<file path="src/rtl/dbus_pkg.sv">
// Shared definitions for the data-bus crossbar: FSM encoding and the
// read-data value returned alongside a bus error.
package dbus_pkg;

    typedef enum logic [1:0] {
        IDLE = 2'd0,
        WAIT = 2'd1,
        RESP = 2'd2
    } state_t;

    localparam int MAX_DW = 64;
    localparam logic [MAX_DW-1:0] ERR_RDATA = '0;

endpackage

</file>
<file path="src/rtl/dbus_wdt.sv">
// Wait-state watchdog: counts cycles spent waiting for a slave ack and
// flags the last permitted cycle so the FSM can bail out on that edge.
module dbus_wdt #(
    parameter int TO_CYC = 15
) (
    input  logic clk,
    input  logic rst,
    input  logic clr,
    input  logic en,
    output logic expired
);
    localparam int CW = $clog2(TO_CYC + 1);
    localparam logic [CW-1:0] LAST = CW'(TO_CYC - 1);

    logic [CW-1:0] cnt;

    // cnt holds the number of completed wait cycles, so it equals TO_CYC-1
    // during the TO_CYC-th cycle; saturating keeps it from wrapping.
    always_ff @(posedge clk or negedge rst) begin
        if (!rst)
            cnt <= '0;
        else if (clr)
            cnt <= '0;
        else if (en && !expired)
            cnt <= cnt + 1'b1;
    end

    assign expired = (cnt == LAST);

endmodule

</file>
<file path="src/rtl/dbus_xbar.sv">
// Data-bus crossbar: decodes the master address into one of NS slaves and
// runs a registered req/ack handshake with timeout and unmapped-region errors.
module dbus_xbar
    import dbus_pkg::*;
#(
    parameter int DW     = 16,
    parameter int AW     = 16,
    parameter int SEL_W  = 3,
    parameter int NS     = 4,
    parameter int TO_CYC = 15
) (
    input  logic                clk,
    input  logic                rst,
    input  logic                m_req,
    input  logic                m_we,
    input  logic [AW-1:0]       m_addr,
    input  logic [DW-1:0]       m_din,
    output logic [DW-1:0]       m_dout,
    output logic                m_ack,
    output logic                m_err,
    output logic [NS-1:0]       s_req,
    output logic                s_we,
    output logic [AW-SEL_W-1:0] s_addr,
    output logic [DW-1:0]       s_din,
    input  logic [NS*DW-1:0]    s_dout,
    input  logic [NS-1:0]       s_ack
);
    localparam int SAW = AW - SEL_W;

    state_t        state, state_nxt;
    logic [NS-1:0] hit;
    logic          mapped;
    logic          ack_hit;
    logic          expired;
    logic [DW-1:0] rd_sel;

    // Region decode; regions at or above NS leave hit all-zero.
    always_comb begin
        hit = '0;
        for (int i = 0; i < NS; i++)
            hit[i] = (m_addr[AW-1 -: SEL_W] == SEL_W'(i));
    end
    assign mapped = |hit;

    // s_req is the latched one-hot select, so it doubles as the ack/data mask.
    assign ack_hit = (state == WAIT) && |(s_ack & s_req);

    always_comb begin
        rd_sel = '0;
        for (int i = 0; i < NS; i++)
            rd_sel = rd_sel | (s_dout[i*DW +: DW] & {DW{s_req[i]}});
    end

    dbus_wdt #(.TO_CYC(TO_CYC)) u_wdt (
        .clk     (clk),
        .rst     (rst),
        .clr     (state != WAIT),
        .en      (state == WAIT),
        .expired (expired)
    );

    always_ff @(posedge clk or negedge rst) begin
        if (!rst)
            state <= IDLE;
        else
            state <= state_nxt;
    end

    always_comb begin
        state_nxt = state;
        unique case (state)
            IDLE: if (m_req) state_nxt = mapped ? WAIT : RESP;
            WAIT: if (ack_hit || expired) state_nxt = RESP;
            RESP: state_nxt = IDLE;
            default: state_nxt = IDLE;
        endcase
    end

    always_ff @(posedge clk or negedge rst) begin
        if (!rst) begin
            s_req  <= '0;
            s_we   <= 1'b0;
            s_addr <= '0;
            s_din  <= '0;
            m_ack  <= 1'b0;
            m_err  <= 1'b0;
            m_dout <= '0;
        end else begin
            unique case (state)
                IDLE: begin
                    if (m_req) begin
                        s_we   <= m_we;
                        s_addr <= m_addr[SAW-1:0];
                        s_din  <= m_din;
                        if (mapped) begin
                            s_req <= hit;
                        end else begin
                            m_ack  <= 1'b1;
                            m_err  <= 1'b1;
                            m_dout <= ERR_RDATA[DW-1:0];
                        end
                    end
                end
                WAIT: begin
                    // Ack is tested first so it wins over a same-cycle timeout.
                    if (ack_hit) begin
                        s_req  <= '0;
                        m_ack  <= 1'b1;
                        m_err  <= 1'b0;
                        m_dout <= s_we ? '0 : rd_sel;
                    end else if (expired) begin
                        s_req  <= '0;
                        m_ack  <= 1'b1;
                        m_err  <= 1'b1;
                        m_dout <= ERR_RDATA[DW-1:0];
                    end
                end
                RESP: begin
                    m_ack <= 1'b0;
                    m_err <= 1'b0;
                end
                default: ;
            endcase
        end
    end

endmodule

</file>
<file path="config.mk">
export PLATFORM = sky130hd
export DESIGN_NAME = dbus_xbar
export DESIGN_NICKNAME = d
export VERILOG_FILES = /design/src/rtl/dbus_pkg.sv /design/src/rtl/dbus_wdt.sv /design/src/rtl/dbus_xbar.sv
export SDC_FILE = /design/constraint.sdc
export NUM_CORES = 1
export LEC_CHECK = 0
export CORE_MARGIN = 4
export CORE_UTILIZATION = 41
export DETAILED_ROUTE_END_ITERATION = 8
export GPL_TIMING_DRIVEN = 0
export PLACE_DENSITY = 0.86
export SLEW_MARGIN = 0
export SYNTH_ARGS = -nofsm -noshare
export SYNTH_HDL_FRONTEND = slang
export SYNTH_SLANG_ARGS = --single-unit
</file>
<file path="constraint.sdc">
create_clock -name clk -period 5 [get_ports clk]
set_input_delay 0.5 -clock clk [delete_from_list [all_inputs] [get_ports clk]]
set_output_delay 0.5 -clock clk [all_outputs]
set_load 0.005 [all_outputs]
</file>
==> results of run 1 <==
[cell usage in the layout (no fill, tap or decap), types with 2 or more instances in the layout]
cell type / Yosys / layout
clkbuf_8: 0 / 13
clkdlybuf4s50_1: 0 / 154
a22oi_2: 2 / 2
a32o_1: 2 / 2
buf_4: 2 / 2
nor2_1: 6 / 6
inv_1: 3 / 3
clkbuf_1: 3 / 3
nand3_1: 2 / 2
a221oi_1: 16 / 16
o2bb2ai_1: 8 / 8
a22o_1: 16 / 16
xnor2_1: 2 / 2
clkinv_2: 0 / 2
a21oi_1: 4 / 4
buf_2: 6 / 7
mux2_2: 30 / 30
ha_1: 2 / 2
buf_6: 3 / 3
o2bb2ai_2: 10 / 10
nor2b_1: 2 / 2
a211oi_1: 2 / 2
nand2_1: 6 / 6
dfrtp_1: 58 / 58
[logic make-up (layout without fill, tap and decap cells)]
| group | after synthesis | in the layout | share of synthesized area (%) |
|---|---|---|---|
| multiplexers | 30 | 30 | 12.65 |
| XOR/XNOR | 2 | 2 | 0.6562 |
| AO/OA/AOI/OAI | 63 | 63 | 22.45 |
| buffers and inverters | 18 | 189 | 4.358 |
| adder cells (fa/ha/maj) | 2 | 2 | 0.9371 |
| flip-flops | 58 | 58 | 54.36 |
| AND/OR/NAND/NOR | 23 | 23 | 4.592 |
[layout make-up]
cell class	instances	share of cell area, %
buffer	15	2.324
clock buffer	13	3.957
clock inverter	2	0.2214
inverter	3	0.2490
multi-input combinational	120	24.38
sequential	58	32.10
tap	77	2.131
timing repair buffer	156	34.64
[through the flow]
step / std cells / setup slack, ns / utilization [%]
finish: 444 / 3.059 / 71.21
global route: 444 / 2.861 / 71.21
CTS: 444 / 3.043 / 71.21
detailed placement: 429 / 2.771 / 68.24
global placement: 428 / 1.599 / 68.00
floorplan: 196 / 3.395 / -
[report_power, final]
part | switching, mW | internal (mW)
Sequential | 0.109 | 0.655
Clock | 0.175 | 0.230
Combinational | 0.436 | 0.668
Total | 0.720 | 1.55
[registers in the layout (all words and copies together) (netlist names)]
name and cells:
s_we 1, m_ack 1, m_err 1, u_wdt.cnt 4
s_din 16, state 2, m_dout 16, s_addr 13
s_req 4
[routing by layer]
| layer | vias up | global-route usage, % |
|---|---|---|
| met4 | 0 | 7.280 |
| met2 | 107 | 34.08 |
| met1 | 1170 | 24.73 |
| met5 | - | 0 |
| li1 | 1095 | - |
| met3 | 8 | 7.914 |
[critical path, delay by kind of cell, from the launching register on]
family                   cells  cell delay (ns)
flip-flops                   1             0.44
adder cells (fa/ha/maj)      1             0.17
AND/OR/NAND/NOR              3             0.73
AO/OA/AOI/OAI                1             0.12
buffers and inverters        2             0.34
[final timing paths]
check | slack [ns] | depth (start not counted) | to
max | 3.06 | 7 | m_dout[8]
min | 0.22 | 1 | s_din[6]
max reg2reg | 3.06 | 7 | m_dout[8]
min reg2reg | 0.49 | 1 | m_dout[10]
max in group asynchronous | 4.19 | 2 | s_addr[10]
min in group clk | 0.49 | 1 | m_dout[10]
==> flow_summary.toml, run 1 <==
[layout]
regArea_um2 = 1451
multi_input_area_um2 = 1102
syn2layout_area_growth_pct = 69.35
final_nets = 469
final_area_um2 = 4522
nFillCells = 447
drive_above_1_share_pct = 20.16
antenna_cells = 0

[synthesis]
synth_ff_type = "dfrtp_1"
synth_top_area_share_pct = 54.36
synth_seq_area_share_pct = 54.36
async_flop_share_pct = 100.0
yosys.area.top_type = "dfrtp_1"
synth_edf_count = 0
syn_nets = 302
ys.warnings.count = 0
synthTopCellsByArea = "dfrtp_1 (54%), mux2_2 (13%), o2bb2ai_2 (5.6%)"
synthCells = 196
netlist_top_cells_count = "dfrtp_1 (58), mux2_2 (30), a221oi_1 (16), a22o_1 (16), o2bb2ai_2 (10)"
ys_ff_latch = 58
yosysUniqueCellTypes = 32
syn-cell-area_um2 = 2670
synth.most_common_cell = "dfrtp_1"
syn_area_per_cell_um2 = 13.62

[global_routing]
grt_pass1_vias = 2446
grt_pass1_wl_um = 12230
grt_usage_pct = 20.68
antenna_found_initial = 0
grt_max_degree = 31
grt_overflow = 0

[worst_setup_path]
r2r_start = "u_wdt.cnt[0]"
crit_chain = "inv_1 -> ha_1 -> nand3_1 -> nand4_1 -> nand2_1 -> buf_6 -> o2bb2ai_2"
cp.arrival_ns = 2.14
worst-setup-path-type = "reg -> reg"
critPathMaxFanout = 10
critPathMaxStageDelay_ns = 0.44
worstSetupEndpointType = "flop"
startpoint = "u_wdt.cnt[0]"
critPathLaunchType = "flop"
slowest_stage = "dfrtp_1"
required_ns = 5.20

[timing]
finalHoldViolations = 0
slew_violations = 0
max_slew_margin_pct = 54.34
fmax_ghz = 0.5151
rsz0062_at_grt = "false"
worst_pin_slew_ns = 0.6849
setup_viol = 0
layout_min_cycle_time_ns = 1.941
fin_crit_sh_pct = 38.83
hold_ws_ns = 0.2168
fin_skew_ns = 0.006440
tns_ns = 0

[detailed_routing]
met1Wirelength_um = 3132
vias = 2380
drt_iter0_markers = 149
drc = 0
wirelength_um = 8237
wl_per_cell_um = 18.55
dr_wl_met2_um = 4227
met3_length_um = 801
highest_layer = "met4"
ant_nets = 0
avgViaCountPerCell = 5.360
drtPass1Iterations = 4

[clock_network]
cts_buffer_depth = 2
path_clk_slew_ns = 0.07
ctsResizeCount = 0
holdBufCountCts = 0
cts_setup_buffers = 0
clk_latency_ns = 0.32
cts_made_buffers = 9
cts_tree = "built"
cts_sinks = 58
root_buffer = "clkbuf_8"
cts_max_level = 3

[power_and_ir_drop]
power.density_nw_per_um2 = 502.6
power_leakage_nw = 1.823
ir_worst_vdd_v = 0.0003108
finalPower_mw = 2.273

[floorplanning]
die_y_um = 88.70
num_io_pins = 156
dieArea_um2 = 7868
die_w_um = 88.70
start_util_pct = 42.05
core_um2 = 6350
rows = 29

[placed_design]
postPlaceCellArea_um2 = 4333
place.gp.congestion = 0.7668
dp.final_hpwl_um = 6203
portBuffers = 155

[outcome]
outcome = "finished, final reports clean"

[job]
max_cap_violations = 0

[worst_hold_path]
hold_class = "in -> async"
No activity file was read; power rests on OpenSTA's default activity.
==> run 2, diff against run 1 <==
--- a/config.mk
+++ b/config.mk
@@ -6,10 +6,10 @@
 export NUM_CORES = 1
 export LEC_CHECK = 0
 export CORE_MARGIN = 4
-export CORE_UTILIZATION = 41
+export CORE_UTILIZATION = 38
 export DETAILED_ROUTE_END_ITERATION = 8
 export GPL_TIMING_DRIVEN = 0
-export PLACE_DENSITY = 0.86
+export PLACE_DENSITY = 0.81
 export SLEW_MARGIN = 0
 export SYNTH_ARGS = -nofsm -noshare
 export SYNTH_HDL_FRONTEND = slang
==> constraint.sdc (replaced) <==
create_clock -name clk -period 1.8 [get_ports clk]
set_input_delay 0.18 -clock clk [delete_from_list [all_inputs] [get_ports clk]]
set_output_delay 0.18 -clock clk [all_outputs]
set_load 0.005 [all_outputs]
==> run 2 against run 1 <==
  * Critical path depth down 1
  * Critical endpoint is now s_req[1]
  * Die area up 7.2%
  * Cell count up 5.9%
  * Largest cell class unchanged
  * Combinational power rose to 2.8 times the previous value
  * Via count up 1.6%
  * Flip-flop and latch count unchanged
  * Sequential share of layout area down 0.69 points
  * Clock power rose to 3.0 times the previous value
  * First-iteration DRC count down 15%
  * Largest power group unchanged
  * Sequential power rose to 2.8 times the previous value
==> flow_summary.toml, run 2 (synthesis results as in run 1) <==
[outcome]
outcome = "finished, final reports clean"

[layout]
final_nets = 475
antenna_cells = 0
syn2layout_area_growth_pct = 73.06
layout_common_cells = "clkdlybuf4s50_1 (154), dfrtp_1 (58), mux2_2 (30)"
layout_commonest_cell = "clkdlybuf4s50_1"
drive_above_1_share_pct = 21.93
fin_cells = 470
reg.largest.list = "m_dout (16), s_din (16), s_addr (13)"

[timing]
fin_skew_ns = 0.004711
slew_violations = 0
fin_crit_sh_pct = 94.21
layout_min_cycle_time_ns = 1.696
rsz0062_at_grt = "false"
post-route-worst-setup-slack_ns = 0.1042
worst_pin_slew_ns = 0.6736
setup_viol = 0
max_slew_margin_pct = 55.09
fmax_ghz = 0.5897
finalHoldViolations = 0

[clock_network]
path_clk_slew_ns = 0.07
cts_max_level = 3
cts_tree = "built"
cts_made_buffers = 9
clk_latency_ns = 0.33
cts_sinks = 58
cts_buffer_depth = 2
root_buffer = "clkbuf_8"

[job]
max_cap_violations = 0

[detailed_routing]
drt_iter0_markers = 127
vias = 2417
wl_per_cell_um = 17.02
ant_nets = 0
wirelength_um = 8000
drc = 0
drtPass1Iterations = 4
avgViaCountPerCell = 5.143

[global_routing]
grt_overflow = 0
grt_pass1_wl_um = 12980
grt_pass1_vias = 2600
grt_usage_pct = 19.42
grt_max_degree = 32
antenna_found_initial = 0

[power_and_ir_drop]
ir_worst_vdd_v = 0.0008685
power.density_nw_per_um2 = 1399
power_leakage_nw = 1.856

[worst_setup_path]
cp.arrival_ns = 1.91
worstSetupEndpointType = "flop"
critPathLaunchType = "flop"
required_ns = 2.01
worst-setup-path-type = "reg -> reg"
critPathMaxFanout = 6

[placed_design]
portBuffers = 155
dp.cells = 448
preCtsSetupSlack_ns = -0.1255
dp.final_hpwl_um = 6147
place.gp.congestion = 0.7765

[floorplanning]
num_io_pins = 156
die_y_um = 91.83
die_w_um = 91.83
dieArea_um2 = 8432
rows = 30
core_um2 = 6794
start_util_pct = 39.30

[worst_hold_path]
hold_class = "in -> async"
run 2: worst paths after layout:
kind	end	slack (ns)	depth (start not counted)	from
max in group asynchronous	s_addr[0]	0.77	3	rst
hold / removal	m_dout[13]	0.43	2	rst
setup / recovery	s_req[1]	0.10	6	u_wdt.cnt[0]
min in group clk	s_addr[9]	0.46	2	m_addr[9]
hold reg to reg	m_dout[7]	0.50	1	m_dout[7]
setup reg to reg	s_req[1]	0.10	6	u_wdt.cnt[0]
run 2: cell type report:
type	count	area [um^2]
Multi-Input combinational cell	120	1115
Clock buffer	11	151.4
Buffer	15	105.1
Inverter	3	11.26
Tap cell	96	120.1
Fill cell	529	2173
Clock inverter	5	52.55
Sequential cell	58	1451
Timing Repair Buffer	162	1614
run 2: per-layer routing:
layer / up-vias / global-route usage, % / wire [um]
li1: 1110 / - / -
met1: 1186 / 22.53 / 3118
met2: 110 / 32.26 / 4046
met3: 11 / 8.039 / 724
met4: 0 / 6.931 / 111
met5: - / 0 / 0
run 2: worst max-delay path, cell delays in order, from the launching register on:
cell and delay, ns:
dfrtp_1 0.43, inv_1 0.08, ha_1 0.18, nand3_2 0.17, nand4_1 0.23, o211ai_1 0.22
a32o_1 0.26
run 2: stage by stage:
stage	setup TNS, ns	cell area [um^2]	util (%)	hold WS, ns	power, mW
after floorplan	0	2670	-	-0.1156	3.587
after global placement	-76.56	4342	63.90	0.4724	5.110
after detailed placement	-3.765	4357	64.13	0.2539	5.203
after CTS	0	4591	67.57	0.4347	6.489
after global routing	0	4621	68.01	0.4386	6.902
final	0	4621	68.01	0.4308	6.464
run 2: repair_timing:
action | in CTS | in global routing
pin swaps | 1 | 1
endpoints found under the hold margin | 27 | 0
setup buffers | 1 | 4
endpoints found under the setup margin | 10 | 6
hold buffers | 1 | 0
gates resized for setup | 3 | 0
run 2: report_power, final:
part           leakage, nW  switching, mW  internal (mW)
logic                 1.02           1.20           1.93
registers            0.731          0.306           1.82
clock network        0.105          0.499          0.707
total                 1.86           2.01           4.45
==> run 3, diff against run 2 <==
--- a/config.mk
+++ b/config.mk
@@ -9,7 +9,9 @@
 export CORE_UTILIZATION = 38
 export DETAILED_ROUTE_END_ITERATION = 8
 export GPL_TIMING_DRIVEN = 0
+export MAX_ROUTING_LAYER = met4
 export PLACE_DENSITY = 0.81
+export RECOVER_POWER = 25
 export SLEW_MARGIN = 0
 export SYNTH_ARGS = -nofsm -noshare
 export SYNTH_HDL_FRONTEND = slang
==> run 3 against run 2 <==
  * Cell area decreased by 0.27%
  * Critical path depth did not move
  * Flip-flop and latch count did not move
  * Sequential share of layout area is 0.085 points higher
  * Largest cell class unchanged
  * Maximum frequency rose by 0.19%
  * Die area stayed put
  * Combinational power barely moved
  * Worst hold slack better by 0.013 ns
  * Wire length grew 0.38%
  * Via count down 0.46%
  * Sequential power is essentially flat
  * Critical endpoint unchanged
  * Clock skew is essentially flat
==> flow_summary.toml, run 3 (synthesis results as in run 1) <==
[timing]
worst_pin_slew_ns = 0.7181
rsz0062_at_grt = "false"
slew_violations = 0
max_slew_margin_pct = 52.13
layout_min_cycle_time_ns = 1.693
finalHoldViolations = 0
setup_viol = 0
fin_crit_sh_pct = 94.03
fin_skew_ns = 0.004587
fmax_ghz = 0.5908

[power_and_ir_drop]
finalPower_mw = 6.465
power.density_nw_per_um2 = 1403
power_leakage_nw = 1.852
ir_worst_vdd_v = 0.0008698

[worst_setup_path]
required_ns = 2.01
reg2reg_depth = 6
cp.depth = 6
startpoint = "u_wdt.cnt[0]"
r2r_slack_ns = 0.11
critPathMaxFanout = 6
worstSetupEndpointType = "flop"
crit_chain = "inv_1 -> ha_1 -> nand3_2 -> nand4_1 -> o211ai_1 -> a32o_1"
r2r_start = "u_wdt.cnt[0]"
critPathLaunchType = "flop"
crit_buf_inv = 1
critPathMaxStageDelay_ns = 0.43
cp.arrival_ns = 1.91
critPathTopFamily = "compound AO/OA/AOI/OAI gates"
worst-setup-path-type = "reg -> reg"
slowest_stage = "dfrtp_1"

[layout]
reg.largest.list = "m_dout (16), s_din (16), s_addr (13)"
antenna_cells = 0
drive_above_1_share_pct = 21.93
layout_common_cells = "clkdlybuf4s50_1 (154), dfrtp_1 (58), mux2_2 (30)"
syn2layout_area_growth_pct = 72.59
final_area_um2 = 4608
final_nets = 475
layout_commonest_cell = "clkdlybuf4s50_1"

[clock_network]
cts_tree = "built"
root_buffer = "clkbuf_8"
cts_buffer_depth = 2
path_clk_slew_ns = 0.06
cts_made_buffers = 9
clk_latency_ns = 0.33
cts_max_level = 3
cts_sinks = 58

[floorplanning]
core_um2 = 6794
num_io_pins = 156
rows = 30
die_y_um = 91.83
die_w_um = 91.83
start_util_pct = 39.30
dieArea_um2 = 8432

[detailed_routing]
drt_iter0_markers = 149
avgViaCountPerCell = 5.119
wirelength_um = 8030
ant_nets = 0
drc = 0
vias = 2406
wl_per_cell_um = 17.09
drtPass1Iterations = 4

[outcome]
outcome = "finished, final reports clean"

[job]
max_cap_violations = 0

[worst_hold_path]
hold_class = "in -> async"

[placed_design]
portBuffers = 155
place.gp.congestion = 0.7871
postPlaceCellArea_um2 = 4357
dp.final_hpwl_um = 6147

[global_routing]
antenna_found_initial = 0
grt_pass1_vias = 2613
grt_overflow = 0
grt_max_degree = 32
grt_pass1_wl_um = 12940
grt_usage_pct = 19.95
[run 3: report_power, final]
part / internal [mW] / total [mW] / switching [mW]
registers: 1.82 / 2.12 / 0.305
clock network: 0.707 / 1.21 / 0.499
logic: 1.93 / 3.13 / 1.21
total: 4.45 / 6.46 / 2.01
[run 3: timing repair]
action	4_1_cts	5_1_grt
gates resized for setup	3	0
endpoints found under the setup margin	10	6
pin swaps	1	1
buffers inserted	1	4
endpoints found under the hold margin	27	0
hold buffers	1	0
[run 3: worst register-to-register path, stage by stage, from the launching register on]
cell and delay [ns]:
dfrtp_1 0.43, inv_1 0.08, ha_1 0.18, nand3_2 0.17
nand4_1 0.23, o211ai_1 0.22, a32o_1 0.26
[run 3: worst paths after layout]
| kind | end |
|---|---|
| max | s_req[1] |
| min | m_dout[13] |
| max reg2reg | s_req[1] |
| min reg2reg | m_dout[7] |
| max in group asynchronous | s_addr[0] |
| min in group clk | s_addr[9] |
[run 3: layer usage]
metal / vias to the layer above / routed length, um / global-route usage, %
li1: 1110 / - / -
met1: 1184 / 3242 / 23.42
met2: 101 / 4080 / 32.32
met3: 11 / 615 / 7.219
met4: 0 / 91 / 5.817
met5: - / 0 / -
[run 3: per-stage QoR]
stage	TNS, ns	utilization (%)	hold slack [ns]	setup WS, ns	instances
final	0	67.83	0.4443	0.1074	470
after global routing	0	67.83	0.4362	0.006510	470
after floorplan	0	-	-0.1156	0.1951	196
after CTS	0	67.57	0.4347	0.08797	466
after detailed placement	-3.765	64.13	0.2539	-0.1255	448
after global placement	-76.56	63.90	0.4724	-1.284	447
[run 3: final cells by class]
cell class | count | area [um^2]
clock buffers | 11 | 151.4
inverters | 3 | 11.26
well taps | 96 | 120.1
fillers | 531 | 2186
plain buffers | 15 | 105.1
repair buffers | 162 | 1602
multi-input cells | 120 | 1115
clock inverters | 5 | 52.55
flip-flops and latches | 58 | 1451
